[src/rtl/umi_write_arbiter.sv]
// umi_write_arbiter: round-robin arbiter that merges N single-beat UMI packet
// streams into one registered output port. The output buffer reloads in the
// same cycle it drains, so a steady stream runs at one packet per cycle.

module umi_write_arbiter #(
    parameter int unsigned N  = 4,
    parameter int unsigned DW = 256
) (
    input  logic            clk,
    input  logic            rst,
    input  logic [N*DW-1:0] in_packet,
    input  logic [N-1:0]    in_valid,
    output logic [N-1:0]    in_ready,
    output logic [DW-1:0]   umi_packet,
    output logic            umi_valid,
    input  logic            umi_ready
);

    localparam int unsigned PtrW = (N > 1) ? $clog2(N) : 1;
    localparam logic [PtrW-1:0] LastIdx = PtrW'(N - 1);

    // Output buffer and round-robin priority pointer
    logic            buf_valid_q;
    logic [DW-1:0]   buf_packet_q;
    logic [PtrW-1:0] ptr_q;
    logic [PtrW-1:0] ptr_d;

    // Arbitration results
    logic            load;
    logic            any_req;
    logic [N-1:0]    gnt;
    logic [PtrW-1:0] gnt_idx;
    logic [DW-1:0]   gnt_packet;

    // The buffer can take a new packet when empty or when it drains this cycle
    assign load = ~buf_valid_q | umi_ready;

    // Rotating priority search starting at ptr; wrap is an explicit modulo N so
    // a non-power-of-two N never reaches an index beyond N-1
    always_comb begin
        int unsigned idx;
        idx     = 0;
        gnt     = '0;
        gnt_idx = '0;
        any_req = 1'b0;
        for (int unsigned k = 0; k < N; k++) begin
            idx = int'(ptr_q) + k;
            if (idx >= N) begin
                idx = idx - N;
            end
            if (!any_req && in_valid[idx]) begin
                any_req      = 1'b1;
                gnt[idx]     = 1'b1;
                gnt_idx      = idx[PtrW-1:0];
            end
        end
    end

    // AND-OR packet mux driven by the one-hot grant
    always_comb begin
        gnt_packet = '0;
        for (int unsigned i = 0; i < N; i++) begin
            gnt_packet = gnt_packet | (in_packet[i*DW +: DW] & {DW{gnt[i]}});
        end
    end

    // Pointer moves to the slot just after the winner, wrapping at N-1
    always_comb begin
        if (gnt_idx == LastIdx) begin
            ptr_d = '0;
        end else begin
            ptr_d = gnt_idx + 1'b1;
        end
    end

    // Grant is visible only when the buffer can load; held low during reset
    assign in_ready = gnt & {N{load & rst}};

    // Buffer load/drain and pointer update; idle cycles leave ptr untouched
    always_ff @(posedge clk or negedge rst) begin
        if (!rst) begin
            buf_valid_q  <= 1'b0;
            buf_packet_q <= '0;
            ptr_q        <= '0;
        end else if (load) begin
            if (any_req) begin
                buf_valid_q  <= 1'b1;
                buf_packet_q <= gnt_packet;
                ptr_q        <= ptr_d;
            end else begin
                buf_valid_q  <= 1'b0;
            end
        end
    end

    assign umi_valid  = buf_valid_q;
    assign umi_packet = buf_packet_q;

    // At most one requester is accepted per cycle
    a_ready_onehot: assert property (@(posedge clk) disable iff (!rst) $onehot0(in_ready));

    // A stalled output stays put and no requester is accepted
    a_stall_hold: assert property (@(posedge clk) disable iff (!rst)
        (umi_valid && !umi_ready) |=> (umi_valid && $stable(umi_packet)));

    a_stall_no_ready: assert property (@(posedge clk) disable iff (!rst)
        (umi_valid && !umi_ready) |-> (in_ready == '0));

    // Pointer always names a real requester
    a_ptr_range: assert property (@(posedge clk) disable iff (!rst) (int'(ptr_q) < N));

endmodule

[config.mk]
export PLATFORM = sky130hd
export DESIGN_NAME = umi_write_arbiter
export DESIGN_NICKNAME = d
export VERILOG_FILES = /design/src/rtl/umi_write_arbiter.sv
export SDC_FILE = /design/constraint.sdc
export NUM_CORES = 1
export LEC_CHECK = 0
export CAP_MARGIN = 10
export CORE_AREA = 2 2 510 512
export CTS_CLUSTER_SIZE = 16
export DETAILED_ROUTE_END_ITERATION = 10
export DIE_AREA = 0 0 512 514
export PLACE_DENSITY_LB_ADDON = 0.05
export SETUP_SLACK_MARGIN = 0.4
export SLEW_MARGIN = 25
export SYNTH_ARGS = -nofsm -noshare
export SYNTH_HDL_FRONTEND = slang
export SYNTH_SLANG_ARGS = --single-unit
[constraint.sdc]
create_clock -name clk -period 6.6 [get_ports clk]
set_input_delay 1.32 -clock clk [delete_from_list [all_inputs] [get_ports clk]]
set_output_delay 1.32 -clock clk [all_outputs]
set_load 0.02 [all_outputs]
==> impl_metrics.tcl, run 1 <==
set metrics [dict create \
    status "complete, no violations" \
    grt_pass1_wl_mm 260 \
    startpoint_type "flop" \
    die_h_um 514 \
    cts_tree "done" \
    path_class "reg -> out" \
    overflow 0 \
    cp.required_ns 5.28 \
    pwr-share-seq_pct 22.7 \
    fin_nets 4311 \
    finalSetupTns_ns 0 \
    leakagePower_nw 12.8 \
    synth_area_um2 19300 \
    wl_mm 199 \
    final_cell_mix "1290 x clkdlybuf4s50_1, 514 x o211ai_1, 267 x nand2_1, 264 x a21oi_1, 261 x mux2i_1" \
    syn2layout_area_growth_pct 94.5 \
    initial_core_util_pct 7.48 \
    netlist_instances 2116 \
    swShare_pct 51.9 \
    clkSinkCount 259 \
    rows 187 \
    setup_violations 0 \
    drc 0 \
    grt_busiest_layer "met2" \
    whs_ns 0.534 \
    met2_usage_pct 25.3 \
    power.density_nw_per_um2 426 \
    vias_per_cell 3.56 \
    fillers 29300 \
    final_area_um2 37500 \
    peakVddDrop_mv 0.364 \
    drt_iter0_markers 1026 \
    h-tree-depth 2 \
    hold_viol_final 0 \
    critPathCapture "in_ready[2]" \
    ios 1292 \
    seq_area_frac_synth_pct 33.6 \
    post_cts_resized 0 \
    clockBufferDepth 3 \
    placed_area_um2 36000 \
    grt_max_degree 131 \
    synth_top_family_by_area "compound AO/OA/AOI/OAI gates" \
    cpPeakStageDelay_ns 0.71 \
    ctsRootBufferMaster "clkbuf_16" \
    routedWlPerCell_um 29.4 \
    path_cells "inv_1 -> ha_1 -> mux4_2 -> or3b_1 -> a21oi_1 -> a2111o_2 -> nor2b_1 -> clkdlybuf4s50_1" \
    first_pass_iters 5 \
    grt_pass1_vias 25900 \
    intPower_mw 7.70 \
    die_width_um 512 \
    maxCapViolCount 0 \
    cp-startpoint "ptr_q[1]$_DFFE_PN0P_" \
    synth-main-ff-cell "dfrtp_1" \
    vias 24100 \
    grt_use_met3_pct 6.58 \
    avgSynthCellArea_um2 9.12 \
    synth_fa_ha_area_share_pct 0.259 \
    path_buf_inv 2 \
    synth_edf_count 0 \
    gp_congestion 0.749 \
    slew_headroom_pct 25.1 \
    track_usage_pct 14.5 \
    cts_hold_buffers 0 \
    fmax_mhz 174 \
    final_common_cell "clkdlybuf4s50_1" \
    skew_ns 0.0146 \
    critPathSlowestCell "clkdlybuf4s50_1" \
    timing.final.crit_period_ns 5.74 \
    power.switching_mw 8.29 \
    r2r_start "ptr_q[1]$_DFFE_PN0P_" \
    synth_simple_gate_area_share_pct 17.7 \
    synthArstFlopShare_pct 100 \
    p_comb_share_pct 60.9 \
    ant_nets 0 \
    grt_antenna_before_repair 155 \
    coreArea_um2 258000 \
    finalMaxSlewViolations 0 \
    synth_compound_area_share_pct 27.8 \
    hold_class "in -> async" \
    clock_latency_ns 0.68 \
    drive_gt1_share_pct 3.84 \
    syn_nets 3151 \
    clk_pin_slew_ns 0.06 \
    end_kind "output pin" \
    ys_types 45 \
    tightest_slew_ns 1.12 \
    cts_setup_buffers 0 \
    met1_usage_pct 16.2 \
    dp_hpwl_mm 150 \
    rsz0062_at_grt "no" \
    synth_seq_cells 259 \
    crit_family "buffers and inverters" \
    reg2regPathDepth 10 \
    regToRegSetupSlack_ns 1.91 \
    critical_path_cell_count 8 \
    dieArea_um2 263000 \
    crit_arrival_ns 4.42 \
    clockPowerShare_pct 16.4 \
    cts_made_buffers 49 \
    ys_warn_count 0 \
    worst_r2r_endpoint "umi_packet[0]$_DFFE_PN0P_" \
    io_buffers 1291 \
    synth.mux.area_fraction_pct 13.9 \
    critPathMaxFanout 12 \
    synthXorXnorAreaFrac_pct 0.0908 \
    fin_crit_sh_pct 87.0 \
]
-- synth_stat cells, drive strengths merged, types with 2 or more instances --
master / count / area [um2]
nand2b: 4 / 25.0
mux2: 2 / 22.5
clkbuf: 127 / 477
and3b: 2 / 17.5
mux4: 2 / 45.0
buf: 108 / 800
nand2: 267 / 1000
nor2: 4 / 15.0
a211oi: 2 / 15.0
o21ai: 2 / 10.0
a2111o: 2 / 22.5
ha: 4 / 50.1
mux2i: 261 / 2610
or3b: 4 / 35.0
nand4b: 256 / 2240
o211ai: 514 / 3860
dfrtp: 259 / 6480
nor2b: 4 / 25.0
a21oi: 265 / 1330
inv: 4 / 15.0
and2: 3 / 18.8
-- registers in the layout (all words and copies together) (netlist names), named ones only --
| name | count |
|---|---|
| umi_packet | 256 |
| ptr_q | 1 |
| umi_valid | 1 |
-- metal layers --
metal	vias to the layer above	share of wire, %
met5	-	0.43
met2	1031	49
li1	10800	-
met1	11800	40
met3	313	9.5
met4	134	1.7
-- worst min path at each step --
| stage | start | endpoint | slack, ns | cells past startpoint |
|---|---|---|---|---|
| floorplan | umi_valid$_DFFE_PN0N_ | umi_valid$_DFFE_PN0N_ | 0.62 | 2 |
| global placement | umi_valid$_DFFE_PN0N_ | umi_valid$_DFFE_PN0N_ | 0.54 | 2 |
| detailed placement | umi_valid$_DFFE_PN0N_ | umi_valid$_DFFE_PN0N_ | 0.54 | 2 |
| CTS | rst | umi_packet[113]$_DFFE_PN0P_ | 0.47 | 1 |
| global route | rst | umi_packet[113]$_DFFE_PN0P_ | 0.50 | 1 |
| finish | rst | umi_packet[113]$_DFFE_PN0P_ | 0.53 | 1 |
-- power groups by stage --
stage | combinational, mW | sequential (mW) | clock, mW
after floorplan | 4.13 | 4.18 | 0
after global placement | 10.3 | 3.75 | 0
after detailed placement | 10.1 | 3.68 | 0
after CTS | 10.2 | 3.69 | 2.82
after global routing | 10.5 | 3.82 | 2.85
final | 9.74 | 3.63 | 2.62
-- worst register-to-register path: stages, from the launching register on --
cell,delay [ns]
dfrtp_1,0.64
inv_1,0.23
ha_1,0.61
mux4_2,0.69
or3b_1,0.38
a21oi_1,0.17
a2111o_2,0.16
buf_12,0.50
buf_12,0.60
o211ai_1,0.48
nand4b_1,0.15
-- cell families after synthesis --
kind of cell | after synthesis
flops | 259
mux | 265
compound gates | 798
buf+inv | 239
fa+ha+maj | 4
simple gates | 549
xor+xnor | 2
-- final cells by class --
class	count	area [um2]	area share (%)
multi-input combinational	1618	11600	30.9
timing repair buffer	1344	13600	36.3
clock buffer	77	1420	3.79
tap	3402	4260	11.3
inverter	4	15.0	0.0400
antenna	48	120	0.320
sequential	259	6480	17.3
clock inverter	3	18.8	0.0500
-- through the flow --
stage / total power, mW / instances / setup WS (ns) / util [%]
2_1_floorplan: 8.31 / 2116 / 1.93 / -
3_3_place_gp: 14.0 / 6626 / 0.782 / 13.9
6_report: 16.0 / 6755 / 0.857 / 14.5
3_5_place_dp: 13.8 / 6627 / 0.873 / 13.9
4_1_cts: 16.7 / 6707 / 0.410 / 14.5
5_1_grt: 17.1 / 6713 / 0.517 / 14.5
Power figures use the tool's default switching activity.
==> run 2: changes to the inputs <==
--- a/config.mk
+++ b/config.mk
@@ -5,11 +5,12 @@
 export SDC_FILE = /design/constraint.sdc
 export NUM_CORES = 1
 export LEC_CHECK = 0
+export ABC_AREA = 1
 export CAP_MARGIN = 10
-export CORE_AREA = 2 2 510 512
+export CORE_AREA = 2 2 508 510
 export CTS_CLUSTER_SIZE = 16
 export DETAILED_ROUTE_END_ITERATION = 10
-export DIE_AREA = 0 0 512 514
+export DIE_AREA = 0 0 510 512
 export PLACE_DENSITY_LB_ADDON = 0.05
 export SETUP_SLACK_MARGIN = 0.4
 export SLEW_MARGIN = 25
==> impl_metrics.tcl, run 2 <==
set metrics [dict create \
    dp_hpwl_mm 136 \
    die_h_um 512 \
    cts_tree "done" \
    pre_cts_ws_ns 1.40 \
    crit_arrival_ns 3.82 \
    vias 22600 \
    clkSinkCount 259 \
    final_cell_mix "1321 x nand2_1, 1290 x clkdlybuf4s50_1, 770 x nor2_1, 263 x nand3_1, 259 x dfrtp_1" \
    fmax_mhz 194 \
    drive_gt1_share_pct 3.10 \
    grt_max_degree 108 \
    skew_ns 0.0144 \
    overflow 0 \
    peakVddDrop_mv 0.422 \
    maxCapViolCount 0 \
    synth_common_cells "1321 x nand2_1, 770 x nor2_1, 264 x nand3_1" \
    die_width_um 510 \
    initial_core_util_pct 6.65 \
    synth_edf_count 0 \
    grt_antenna_before_repair 103 \
    post_cts_resized 0 \
    ys_warn_count 0 \
    ios 1292 \
    wl_mm 167 \
    reg2regPathDepth 15 \
    finalSetupTns_ns 0 \
    seq_area_frac_synth_pct 38.1 \
    cp.required_ns 5.28 \
    fillers 29700 \
    grt_pass1_vias 24400 \
    placed_area_um2 33600 \
    synth.most_common_cell "nand2_1" \
    cts_setup_buffers 0 \
    final_area_um2 35200 \
    largest_reg_flops 256 \
    critPathMaxFanout 52 \
    yosys-top-cells-area "dfrtp_1 38%, nand2_1 29%, nor2_1 17%" \
    worst_slack_ns 1.46 \
    status "complete, no violations" \
    clk_pin_slew_ns 0.06 \
    drt_iter0_markers 791 \
    synthArstFlopShare_pct 100 \
    first_pass_iters 5 \
    path_class "in -> out" \
    synth_area_um2 17000 \
    io_buffers 1291 \
    worst_r2r_endpoint "umi_packet[34]$_DFFE_PN0P_" \
    hold_start "umi_packet[192]$_DFFE_PN0P_" \
    hold_end "umi_packet[192]$_DFFE_PN0P_" \
    finalMaxSlewViolations 0 \
    vias_per_cell 3.02 \
    gp_congestion 0.748 \
    ctsRootBufferMaster "clkbuf_16" \
    hold_viol_final 0 \
    routedWlPerCell_um 22.4 \
    fin_nets 5072 \
    tightest_slew_ns 0.976 \
    track_usage_pct 12.3 \
    rsz0062_at_grt "no" \
    power.density_nw_per_um2 573 \
    clockBufferDepth 3 \
    synth_seq_cells 259 \
    clock_latency_ns 0.65 \
    syn_nets 3868 \
    slew_headroom_pct 35.0 \
    ant_nets 0 \
    hold_class "reg -> reg" \
    timing.final.crit_period_ns 5.14 \
    dieArea_um2 261000 \
    whs_path_depth 2 \
    cts_hold_buffers 0 \
    synth-main-ff-cell "dfrtp_1" \
    end_kind "output pin" \
    rows 186 \
    grt_pass1_wl_mm 220 \
    ys_types 28 \
    h-tree-depth 2 \
    coreArea_um2 256000 \
    avgSynthCellArea_um2 6.00 \
    cts_made_buffers 45 \
    drc 0 \
    yosys.area.top_type_share_pct 38.1 \
    syn2layout_area_growth_pct 107 \
    setup_violations 0 \
    fin_crit_sh_pct 77.9 \
    yosys.area.top_type "dfrtp_1" \
    startpoint_type "input port" \
    leakagePower_nw 14.4 \
    cp-startpoint "in_valid[3]" \
    regToRegSetupSlack_ns 2.54 \
    netlist_instances 2833 \
    final_common_cell "nand2_1" \
]
-- run 2: cell count changes after synthesis, moves of 12 or more --
cell / before / now
nand2_1: 267 / 1321
mux2i_1: 261 / 0
o211ai_1: 514 / 0
buf_6: 37 / 22
nor2_1: 4 / 770
nand4b_1: 256 / 0
clkbuf_1: 127 / 30
buf_1: 14 / 2
a21oi_1: 264 / 3
nand3_1: 0 / 264
buf_2: 39 / 102
-- run 2: report_power, final --
group | internal [mW] | switching [mW] | total [mW]
registers | 2.54 | 0.529 | 3.06
clock network | 1.61 | 1.03 | 2.64
logic | 4.63 | 9.85 | 14.5
total | 8.77 | 11.4 | 20.2
-- run 2: cell families (layout without fill, tap and decap cells) --
kind of cell    count (synthesis)  count (layout)  share of synthesized area [%]
flops                         259             259                           38.1
simple gates                 2373            2373                           54.9
other cells                     0              23                              0
buf+inv                       187            1425                           6.30
compound gates                  9               9                          0.353
xor+xnor                        1               1                         0.0515
fa+ha+maj                       4               4                          0.294
-- run 2: cell type report --
class / count / area [um2] / area share [%]
Antenna cell: 23 / 57.6 / 0.163
Inverter: 18 / 77.6 / 0.220
Clock inverter: 10 / 158 / 0.447
Timing Repair Buffer: 1326 / 13300 / 37.8
Sequential cell: 259 / 6480 / 18.4
Tap cell: 3384 / 4230 / 12.0
Clock buffer: 71 / 1410 / 3.99
Multi-Input combinational cell: 2387 / 9490 / 26.9
-- run 2: stage by stage --
step	std cells	hold WS (ns)	utilization (%)	total power, mW
finish	7478	0.504	13.8	20.2
global route	7457	0.536	13.8	22.5
CTS	7455	0.511	13.8	21.4
detailed placement	7374	0.498	13.1	18.6
global placement	7374	0.491	13.1	18.6
floorplan	2833	0.569	-	11.0
-- run 2: per-layer routing --
metal,global-route usage (%),up-vias,part of all wire [%]
li1,-,11100,-
met1,12.7,10200,37
met2,22.8,887,51
met3,5.78,221,11
met4,1.63,124,1.2
met5,0,-,0.48
-- run 2: worst max-delay path by stage --
stage / end / slack (ns) / depth (start not counted)
2_1_floorplan: in_ready[3] / 2.69 / 13
3_3_place_gp: in_ready[3] / 1.38 / 13
3_5_place_dp: in_ready[3] / 1.40 / 13
4_1_cts: in_ready[3] / 1.32 / 13
5_1_grt: in_ready[3] / 1.16 / 13
6_report: in_ready[3] / 1.46 / 13
-- run 2: worst max-delay path, stage by stage --
cell and delay [ns]:
clkdlybuf4s50_1 0.42, inv_1 0.07, nand2_1 0.07, nand3_2 0.17, nand2_4 0.11, nor2_8 0.18
nand2_4 0.08, nor2_4 0.12, nand2_2 0.10, nand2_8 0.37, nand2_1 0.09, inv_1 0.07
clkdlybuf4s50_1 0.60
